**src/rtl/prog_counter_pkg.sv**
```systemverilog
// prog_counter_pkg: shared state encoding and config constants for the programmable counter
package prog_counter_pkg;
  typedef enum logic [1:0] {IDLE, RUN, DONE} state_t;
  localparam logic DIR_UP       = 1'b0;
  localparam logic DIR_DOWN     = 1'b1;
  localparam logic MODE_ONESHOT = 1'b0;
  localparam logic MODE_RELOAD  = 1'b1;
endpackage

```
**src/rtl/prog_counter_core.sv**
```systemverilog
// prog_counter_core: handshaked up/down counter with run-time terminal value, reload and overrun count
module prog_counter_core import prog_counter_pkg::*; #(
  parameter int WIDTH = 16,
  parameter int OVR_W = 8
) (
  input  logic             clk,
  input  logic             rst_n,
  input  logic             start,
  input  logic             stop,
  input  logic             ack,
  input  logic             tick,
  input  logic [WIDTH-1:0] term_val,
  input  logic             dir_down,
  input  logic             reload,
  output logic             busy,
  output logic             done,
  output logic [WIDTH-1:0] cnt,
  output logic [OVR_W-1:0] ovr_cnt
);
  state_t state, state_nx;
  logic [WIDTH-1:0] term_q, cnt_nx, endpt, load_v;
  logic [OVR_W-1:0] ovr_nx;
  logic dir_q, reload_q, done_nx, accept, term_ev;
  assign accept  = state == IDLE && start && !stop;
  assign endpt   = dir_q == DIR_DOWN ? '0 : term_q;
  assign load_v  = dir_q == DIR_DOWN ? term_q : '0;
  assign term_ev = tick && cnt == endpt;
  assign busy    = state != IDLE;
  // next state, count, done and overrun; stop outranks everything once running
  always_comb begin
    state_nx = state;
    cnt_nx   = cnt;
    done_nx  = done;
    ovr_nx   = ovr_cnt;
    case (state)
      IDLE: if (accept) begin
        state_nx = RUN;
        cnt_nx   = dir_down == DIR_DOWN ? term_val : '0;
        done_nx  = 1'b0;
        ovr_nx   = '0;
      end
      RUN: if (stop) begin
        state_nx = IDLE;
        done_nx  = 1'b0;
      end else if (term_ev) begin
        done_nx = 1'b1;
        if (done && !ack && !(&ovr_cnt)) ovr_nx = ovr_cnt + 1'b1;
        if (reload_q == MODE_RELOAD) cnt_nx = load_v;
        else state_nx = DONE;
      end else begin
        if (tick) cnt_nx = dir_q == DIR_DOWN ? cnt - 1'b1 : cnt + 1'b1;
        if (ack) done_nx = 1'b0;
      end
      DONE: if (stop || ack) begin
        state_nx = IDLE;
        done_nx  = 1'b0;
      end
      default: state_nx = IDLE;
    endcase
  end
  // state/datapath registers; config is captured only on an accepted start
  always_ff @(posedge clk or negedge rst_n) begin
    if (!rst_n) begin
      state    <= IDLE;
      cnt      <= '0;
      done     <= 1'b0;
      ovr_cnt  <= '0;
      term_q   <= '0;
      dir_q    <= 1'b0;
      reload_q <= 1'b0;
    end else begin
      state   <= state_nx;
      cnt     <= cnt_nx;
      done    <= done_nx;
      ovr_cnt <= ovr_nx;
      if (accept) begin
        term_q   <= term_val;
        dir_q    <= dir_down;
        reload_q <= reload;
      end
    end
  end
endmodule

```
**config.mk**
```make
export PLATFORM = sky130hd
export DESIGN_NAME = prog_counter_core
export DESIGN_NICKNAME = d
export VERILOG_FILES = /design/src/rtl/prog_counter_pkg.sv /design/src/rtl/prog_counter_core.sv
export SDC_FILE = /design/constraint.sdc
export NUM_CORES = 1
export LEC_CHECK = 0
export ABC_AREA = 1
export BUFFER_PORTS_ARGS = -buffer_cell sky130_fd_sc_hd__buf_2
export CAP_MARGIN = 20
export CORE_UTILIZATION = 40
export CTS_BUF_LIST = sky130_fd_sc_hd__clkbuf_8
export DETAILED_ROUTE_END_ITERATION = 8
export SYNTH_ARGS = -nofsm -noshare
export SYNTH_HDL_FRONTEND = slang
export SYNTH_SLANG_ARGS = --single-unit
```
**constraint.sdc**
```tcl
create_clock -name clk -period 2.17 [get_ports clk]
set_clock_uncertainty 0.1 [all_clocks]
set_input_delay 0 -clock clk [delete_from_list [all_inputs] [get_ports clk]]
set_output_delay 0 -clock clk [all_outputs]
set_load 0.05 [all_outputs]
```
==> results of run 1 <==
worst max-delay path by stage:
stage            from          to  slack (ns)  cells after the start
5_1_grt         dir_q     cnt[11]       -0.14                     15
4_1_cts         dir_q     cnt[14]       -0.01                     16
6_report        dir_q     cnt[15]       -0.03                     14
3_3_place_gp    dir_q     cnt[15]       -0.15                     13
3_5_place_dp    dir_q     cnt[15]       -0.19                     14
2_1_floorplan  cnt[0]  ovr_cnt[0]        0.03                     12
what timing repair did:
| item | 4_1_cts | 5_1_grt |
|---|---|---|
| setup buffers | 2 | 4 |
| setup endpoints to repair | 21 | 27 |
| gates resized for setup | 25 | 50 |
| endpoints found under the hold margin | 58 | 0 |
| gates cloned | 0 | 1 |
| hold buffers | 22 | 0 |
| pin swaps | 1 | 4 |
power breakdown:
part / leakage [nW] / internal (W) / switching [W]
clock: 0.0542 / 0.000288 / 0.000290
combinational: 2.42 / 0.00151 / 0.00229
sequential: 0.579 / 0.00103 / 0.000366
total: 3.05 / 0.00283 / 0.00294
kinds of logic (layout without fill, tap and decap cells):
group	count (synthesis)	after routing
buffers and inverters	89	203
flip-flops	45	45
AND/OR/NAND/NOR	483	484
adder cells (fa/ha/maj)	16	16
XOR/XNOR	9	9
AO/OA/AOI/OAI	29	29
state kept, by name, indices dropped and copies added (netlist names):
signal / count
cnt: 16
done: 1
reload_q: 1
dir_q: 1
state: 2
ovr_cnt: 8
term_q: 16
stage by stage:
step | TNS (ns) | cells | setup slack, ns | cell area (um^2)
6_report | -0.0282 | 919 | -0.0282 | 5420
5_1_grt | -1.61 | 919 | -0.143 | 5420
4_1_cts | -0.0890 | 914 | -0.0144 | 5180
3_5_place_dp | -2.63 | 882 | -0.194 | 4690
3_3_place_gp | -1.48 | 882 | -0.149 | 4690
2_1_floorplan | 0 | 671 | 0.0273 | 3990
Yosys cell counts, drive strengths merged:
cell type  instances
o31ai              1
nand4             18
nand3             38
buf                9
ha                15
o21bai             1
nor3               5
fa                 1
dfrtp             45
a21oi             12
nand2            346
nand3b            15
or2                2
o21ai             14
and2               1
clkbuf             7
inv               72
nor2              58
o22ai              1
xor2               7
clkinv             1
xnor2              2
layout make-up:
| class | count | area [um^2] |
|---|---|---|
| multi-input cells | 538 | 2820 |
| clock inverters | 1 | 5.00 |
| inverters | 73 | 277 |
| clock buffers | 7 | 96.3 |
| fillers | 988 | 4310 |
| flip-flops and latches | 45 | 1130 |
| repair buffers | 122 | 935 |
| well taps | 133 | 166 |
per-layer routing:
metal	up-vias	track usage, %
li1	2312	-
met1	2070	33.0
met2	69	41.8
met3	14	2.60
met4	0	5.27
met5	-	0
==> results.yml, run 1 <==
setup_path:
  slowest_stage: "dfrtp_2"
  cpLargestDelayFamily: "simple AND/OR/NAND/NOR gates"
  crit_top_cell: "nand2_1"
  arrival_ns: 2.34
  path_buf_inv: 2
  timing.rr.end: "cnt[15]"
  r2r_cells: 14
  rr_startpoint: "dir_q"
  regToRegSetupSlack_ns: -0.03
  critPathRequiredTime_ns: 2.31
  crit_path_end_kind: "register"
  critPathLaunchType: "register"
  critPathKind: "reg -> reg"
  crit_fanout: 8
  critPathMaxStageDelay_ns: 0.46
  path_cells: "buf_4, buf_12, ha_4, nand2_4, nor3_4, and2_4, nand2_2, nand2_1, nand2_1, nand2_2, nand3_1, nand3_1, nand2_1, nand2_1"
sta:
  period_share_pct: 101
  layout_min_cycle_time_ns: 2.20
  setup_viol: 1
  whs_ns: 0.137
  rsz0062_at_grt: "true"
  slew_viol_final: 0
  fin_ws_ns: -0.0282
  tightest_slew_ns: 0.674
  fmax_mhz: 455
  finalHoldViolCount: 0
  slew_headroom_pct: 54.9
cts:
  cts_buffers: 5
  clk_pin_slew_ns: 0.09
  cts_tree: "done"
  cts_sinks: 45
  cts_max_level: 2
  clk_latency_ns: 0.30
  clk_path_buf_depth: 2
  cts-root-buf: "clkbuf_8"
yosys:
  ys_seq_area_share_pct: 28.2
  synth-xor-area-share_pct: 1.97
  synth-compound-area-share_pct: 4.17
  ys_types: 31
  syn_area_um2: 3990
  muxShareOfSynthArea_pct: 0
  synth_top_family_by_area: "simple AND/OR/NAND/NOR gates"
  synth.avg_cell_area_um2: 5.95
  synth_area_leaders: "nand2_1, dfrtp_1, inv_1"
  synthAdderAreaFrac_pct: 5.20
  synth_top_area_cell: "nand2_1"
  synth_top_area_share_pct: 32.4
  synth_simple_gate_area_share_pct: 50.6
  synth_seq_cells: 45
  syn_inst: 671
  yosysWarningCount: 0
  synth_fp_nets: 711
place:
  hpwl_um: 9050
  io_buffers: 49
  routabilityCongestion: 0.925
power:
  p_leak_nw: 3.05
  p_total_w: 0.00577
  vdd_drop_max_v: 0.000365
  powerDensity_nw_per_um2: 1060
global_routing:
  grt_remaining_overflow: 0
  grt_max_degree: 25
  track_usage_pct: 24.3
  grt_first_pass_wirelength_um: 19500
  first_global_vias: 4066
  antenna_found_initial: 0
status:
  status: "finished with violations"
  violations: "setup timing"
floorplanning:
  dieHeight_um: 102
  die_x_um: 102
  coreArea_um2: 9730
  boundaryPins: 50
  rows: 36
  initial_core_util_pct: 41.0
  dieArea_um2: 10400
route:
  top_layer: "met4"
  met2_length_um: 6030
  drcViolationCount: 0
  drtAntennaViolNets: 0
  totalWireLength_um: 12400
  wl_met1_um: 5740
  met3_length_um: 453
  drt-pass1-iter-count: 4
  vias_per_cell: 4.86
  drtIter0Drc: 231
  vias: 4465
  wire_per_inst_um: 13.5
cells_and_area:
  nNetsFinal: 825
  mostFrequentLayoutCells: "nand2_1, inv_1, buf_2"
  layout-drive-gt1-share_pct: 23.5
  diodes: 0
  final_common_cell: "nand2_1"
  area_growth_pct: 35.9
  final_util_pct: 55.7
run:
  drv_cap: 0
hold_path:
  hold_path.class: "in -> async"
No activity file was read; power rests on OpenSTA's default activity.
==> run 2: changes to the inputs <==
PLACE_DENSITY = 0.69   (was unset)
SLEW_MARGIN = 10   (was unset)
==> results.yml, run 2 (synthesis gave the netlist of run 1 again) <==
run:
  drv_cap: 0
floorplanning:
  die_x_um: 102
  dieHeight_um: 102
  dieArea_um2: 10400
  rows: 36
  initial_core_util_pct: 41.0
  coreArea_um2: 9730
  boundaryPins: 50
status:
  status: "finished with violations"
  violations: "setup timing"
global_routing:
  first_global_vias: 4244
  use_met2_pct: 44.5
  grt_first_pass_wirelength_um: 20100
  busiest_layer: "met2"
  use_met1_pct: 31.6
  grt_remaining_overflow: 0
  track_usage_pct: 24.8
  use_met3_pct: 3.49
  antenna_found_initial: 0
  grt_max_degree: 27
sta:
  tightest_slew_ns: 0.527
  rsz0062_at_grt: "true"
  slew_headroom_pct: 64.8
  fmax_mhz: 452
  period_share_pct: 102
  slew_viol_final: 0
  setup_tns_ns: -0.164
  finalHoldViolCount: 0
  fin_ws_ns: -0.0405
  layout_min_cycle_time_ns: 2.21
  setup_viol: 10
route:
  vias: 4588
  totalWireLength_um: 12800
  drtAntennaViolNets: 0
  drt-pass1-iter-count: 5
  drtIter0Drc: 398
  wire_per_inst_um: 13.9
  vias_per_cell: 5.00
  drcViolationCount: 0
setup_path:
  crit_path_end_kind: "register"
  critPathKind: "reg -> reg"
  regToRegSetupSlack_ns: -0.04
  timing.rr.end: "cnt[15]"
  rr_startpoint: "dir_q"
  arrival_ns: 2.36
  critPathRequiredTime_ns: 2.32
  crit_fanout: 16
  r2r_cells: 13
  critPathLaunchType: "register"
power:
  vdd_drop_max_v: 0.000468
  p_leak_nw: 3.01
  powerDensity_nw_per_um2: 1070
place:
  dp_slack_ns: -0.113
  hpwl_um: 9160
  io_buffers: 49
  routabilityCongestion: 0.922
cells_and_area:
  diodes: 0
  layout-drive-gt1-share_pct: 21.0
  nNetsFinal: 823
  num-fill-cells: 1002
  area_growth_pct: 32.7
  mostFrequentLayoutCells: "nand2_1, inv_1, nor2_1, buf_2, buf_4"
  largestRegisters: "cnt: 16 flops, term_q: 16 flops, ovr_cnt: 8 flops"
  final_common_cell: "nand2_1"
cts:
  cts_sinks: 45
  cts_max_level: 2
  cts-root-buf: "clkbuf_8"
  clk_pin_slew_ns: 0.09
  cts_tree: "done"
  cts_buffers: 5
  clk_path_buf_depth: 2
  clk_latency_ns: 0.30
hold_path:
  hold_path.class: "in -> async"
==> run 2: what timing repair did <==
action | in CTS | in global routing
cloned | 0 | 3
hold endpoints to repair | 81 | 0
gates resized for setup | 7 | 46
setup endpoints to repair | 16 | 23
pin swaps | 1 | 3
hold buffers | 21 | 0
buffers inserted | 0 | 2
==> run 2: worst max path at each step <==
stage	end	from	slack (ns)
after CTS	cnt[11]	dir_q	-0.01
after global placement	cnt[15]	dir_q	-0.12
after floorplan	ovr_cnt[0]	cnt[0]	0.03
after global routing	cnt[5]	dir_q	-0.21
after detailed placement	cnt[14]	dir_q	-0.11
final	cnt[15]	dir_q	-0.04
==> run 2: worst max-delay path, cell delays in order (launching register included) <==
cell     delay (ns)
dfrtp_2        0.45
buf_12         0.18
ha_1           0.35
inv_1          0.09
nor3_2         0.21
and2_1         0.15
nand2_1        0.07
nand2_1        0.07
nand2_1        0.05
nand2_1        0.11
nand3_1        0.09
nand3_1        0.09
nand2_1        0.05
nand2_1        0.07
==> run 2: power breakdown <==
| part | total [W] | switching (W) | internal [W] |
|---|---|---|---|
| logic | 0.00374 | 0.00227 | 0.00147 |
| registers | 0.00140 | 0.000371 | 0.00103 |
| clock network | 0.000542 | 0.000290 | 0.000251 |
==> run 2: through the flow <==
stage / util (%) / hold WS, ns / std cells / total power (W) / cell area [um^2]
6_report: 54.4 / 0.0520 / 917 / 0.00568 / 5300
2_1_floorplan: - / -0.396 / 671 / 0.00359 / 3990
5_1_grt: 54.4 / 0.0694 / 917 / 0.00618 / 5300
4_1_cts: 51.3 / 0.0469 / 912 / 0.00533 / 4990
3_5_place_dp: 47.9 / -0.161 / 883 / 0.00471 / 4660
3_3_place_gp: 47.9 / -0.163 / 883 / 0.00466 / 4660
==> run 2: final cells by class <==
class | instances | area [um^2] | area share, %
clock buffers | 6 | 82.6 | 1.56
clock inverters | 2 | 7.51 | 0.142
inverters | 73 | 279 | 5.27
multi-input cells | 538 | 2730 | 51.5
flip-flops and latches | 45 | 1130 | 21.3
well taps | 133 | 166 | 3.14
repair buffers | 120 | 907 | 17.1
==> run 2: routing by layer <==
| layer | vias to the layer above | share of wire [%] |
|---|---|---|
| li1 | 2305 | - |
| met1 | 2098 | 42 |
| met2 | 161 | 49 |
| met3 | 24 | 7.0 |
| met4 | 0 | 1.9 |
| met5 | - | 0 |
==> run 3: changes to the inputs <==
SETUP_SLACK_MARGIN = 0.05   (was unset)
==> results.yml, run 3 (synthesis gave the netlist of run 1 again) <==
floorplanning:
  dieHeight_um: 102
  coreArea_um2: 9730
  die_x_um: 102
  initial_core_util_pct: 41.0
  dieArea_um2: 10400
  boundaryPins: 50
  rows: 36
setup_path:
  crit_end: "cnt[2]"
  crit_fanout: 8
  regToRegSetupSlack_ns: -0.07
  timing.rr.end: "cnt[2]"
  arrival_ns: 2.34
  r2r_cells: 15
  crit_path_end_kind: "register"
  critPathRequiredTime_ns: 2.27
  rr_startpoint: "dir_q"
  critPathLaunchType: "register"
  critPathKind: "reg -> reg"
  setup.worst_path.start: "dir_q"
cells_and_area:
  nNetsFinal: 822
  layout-drive-gt1-share_pct: 21.2
  multi_input_area_um2: 2750
  seqCellArea_um2: 1130
  num-fill-cells: 982
  final_util_pct: 55.0
  final_area_um2: 5350
  mostFrequentLayoutCells: "nand2_1, inv_1, buf_2"
  final_common_cell: "nand2_1"
  largestRegisters: "cnt: 16 flops, term_q: 16 flops, ovr_cnt: 8 flops"
  area_growth_pct: 34.0
  diodes: 0
sta:
  fin_ws_ns: -0.0715
  tightest_slew_ns: 0.694
  period_share_pct: 103
  finalHoldViolCount: 0
  slew_viol_final: 0
  layout_min_cycle_time_ns: 2.24
  setup_viol: 16
  rsz0062_at_grt: "true"
  slew_headroom_pct: 53.7
  fmax_mhz: 446
route:
  drtIter0Drc: 381
  wire_per_inst_um: 14.3
  vias_per_cell: 5.05
  drt-pass1-iter-count: 5
  vias: 4627
  drtAntennaViolNets: 0
  drcViolationCount: 0
  totalWireLength_um: 13100
cts:
  clk_latency_ns: 0.31
  cts_max_level: 2
  cts_buffers: 5
  cts_tree: "done"
  clk_pin_slew_ns: 0.09
  cts-root-buf: "clkbuf_8"
  cts_sinks: 45
  clk_path_buf_depth: 2
global_routing:
  track_usage_pct: 25.4
  grt_remaining_overflow: 0
  grt_max_degree: 46
  use_met2_pct: 45.1
  antenna_found_initial: 0
  first_global_vias: 4417
  busiest_layer: "met2"
  use_met1_pct: 32.5
  grt_first_pass_wirelength_um: 20500
  use_met3_pct: 2.87
hold_path:
  hold_path.class: "in -> reg"
power:
  vdd_drop_max_v: 0.000440
  p_total_w: 0.00574
  powerDensity_nw_per_um2: 1070
  p_leak_nw: 3.03
place:
  placed_area_um2: 4650
  hpwl_um: 9050
  routabilityCongestion: 0.927
  io_buffers: 49
status:
  status: "finished with violations"
  violations: "setup timing"
run:
  drv_cap: 0
[run 3: repair_timing]
item | CTS | global route
endpoints found under the hold margin | 81 | 0
pin swaps | 4 | 12
gates cloned | 0 | 4
setup endpoints to repair | 16 | 26
buffers inserted | 1 | 4
hold buffers | 21 | 0
gates resized for setup | 27 | 22
[run 3: cell type report]
type	count	area share (%)
clock buffers	5	1.29
clock inverters	3	0.421
inverters	73	5.26
multi-input cells	538	51.5
flip-flops and latches	45	21.1
well taps	133	3.11
repair buffers	119	17.3
[run 3: critical path, stage by stage, from the launching register on]
cell       delay [ns]
dfrtp_2          0.50
inv_6            0.13
clkbuf_16        0.15
nand2_1          0.04
nand2_1          0.07
nand2_1          0.08
nor2_1           0.10
nand2_1          0.06
nor2_2           0.12
nand2_2          0.08
nor2_4           0.14
nand2_4          0.08
nor2_4           0.19
nor2_4           0.12
nand2_1          0.12
nand2_1          0.05
[run 3: worst min-delay path by stage]
stage,start,end,slack [ns],cells past startpoint
finish,start,state[0],0.11,4
global route,start,state[0],0.12,4
CTS,start,state[0],0.10,4
detailed placement,rst_n,ovr_cnt[0],0.04,2
global placement,rst_n,ovr_cnt[1],0.02,2
floorplan,rst_n,cnt[0],-0.40,0
[run 3: power breakdown]
group / switching, W / leakage, nW / internal, W / total (W)
clock network: 0.000317 / 0.0481 / 0.000229 / 0.000547
registers: 0.000384 / 0.578 / 0.00103 / 0.00141
logic: 0.00228 / 2.40 / 0.00149 / 0.00378
[run 3: per-stage QoR]
stage | TNS [ns] | cells | hold WS, ns | setup slack [ns]
floorplan | 0 | 671 | -0.396 | 0.0976
CTS | 0 | 908 | 0.103 | 0.0233
detailed placement | -2.51 | 878 | 0.0394 | -0.174
global placement | -1.18 | 878 | 0.0226 | -0.147
finish | -0.740 | 916 | 0.111 | -0.0715
global route | -3.59 | 916 | 0.124 | -0.226
[run 3: per-layer routing]
layer | vias to the layer above | share of wire (%)
met5 | - | 0
li1 | 2304 | -
met4 | 0 | 2.1
met1 | 2180 | 45
met2 | 121 | 49
met3 | 22 | 4.2
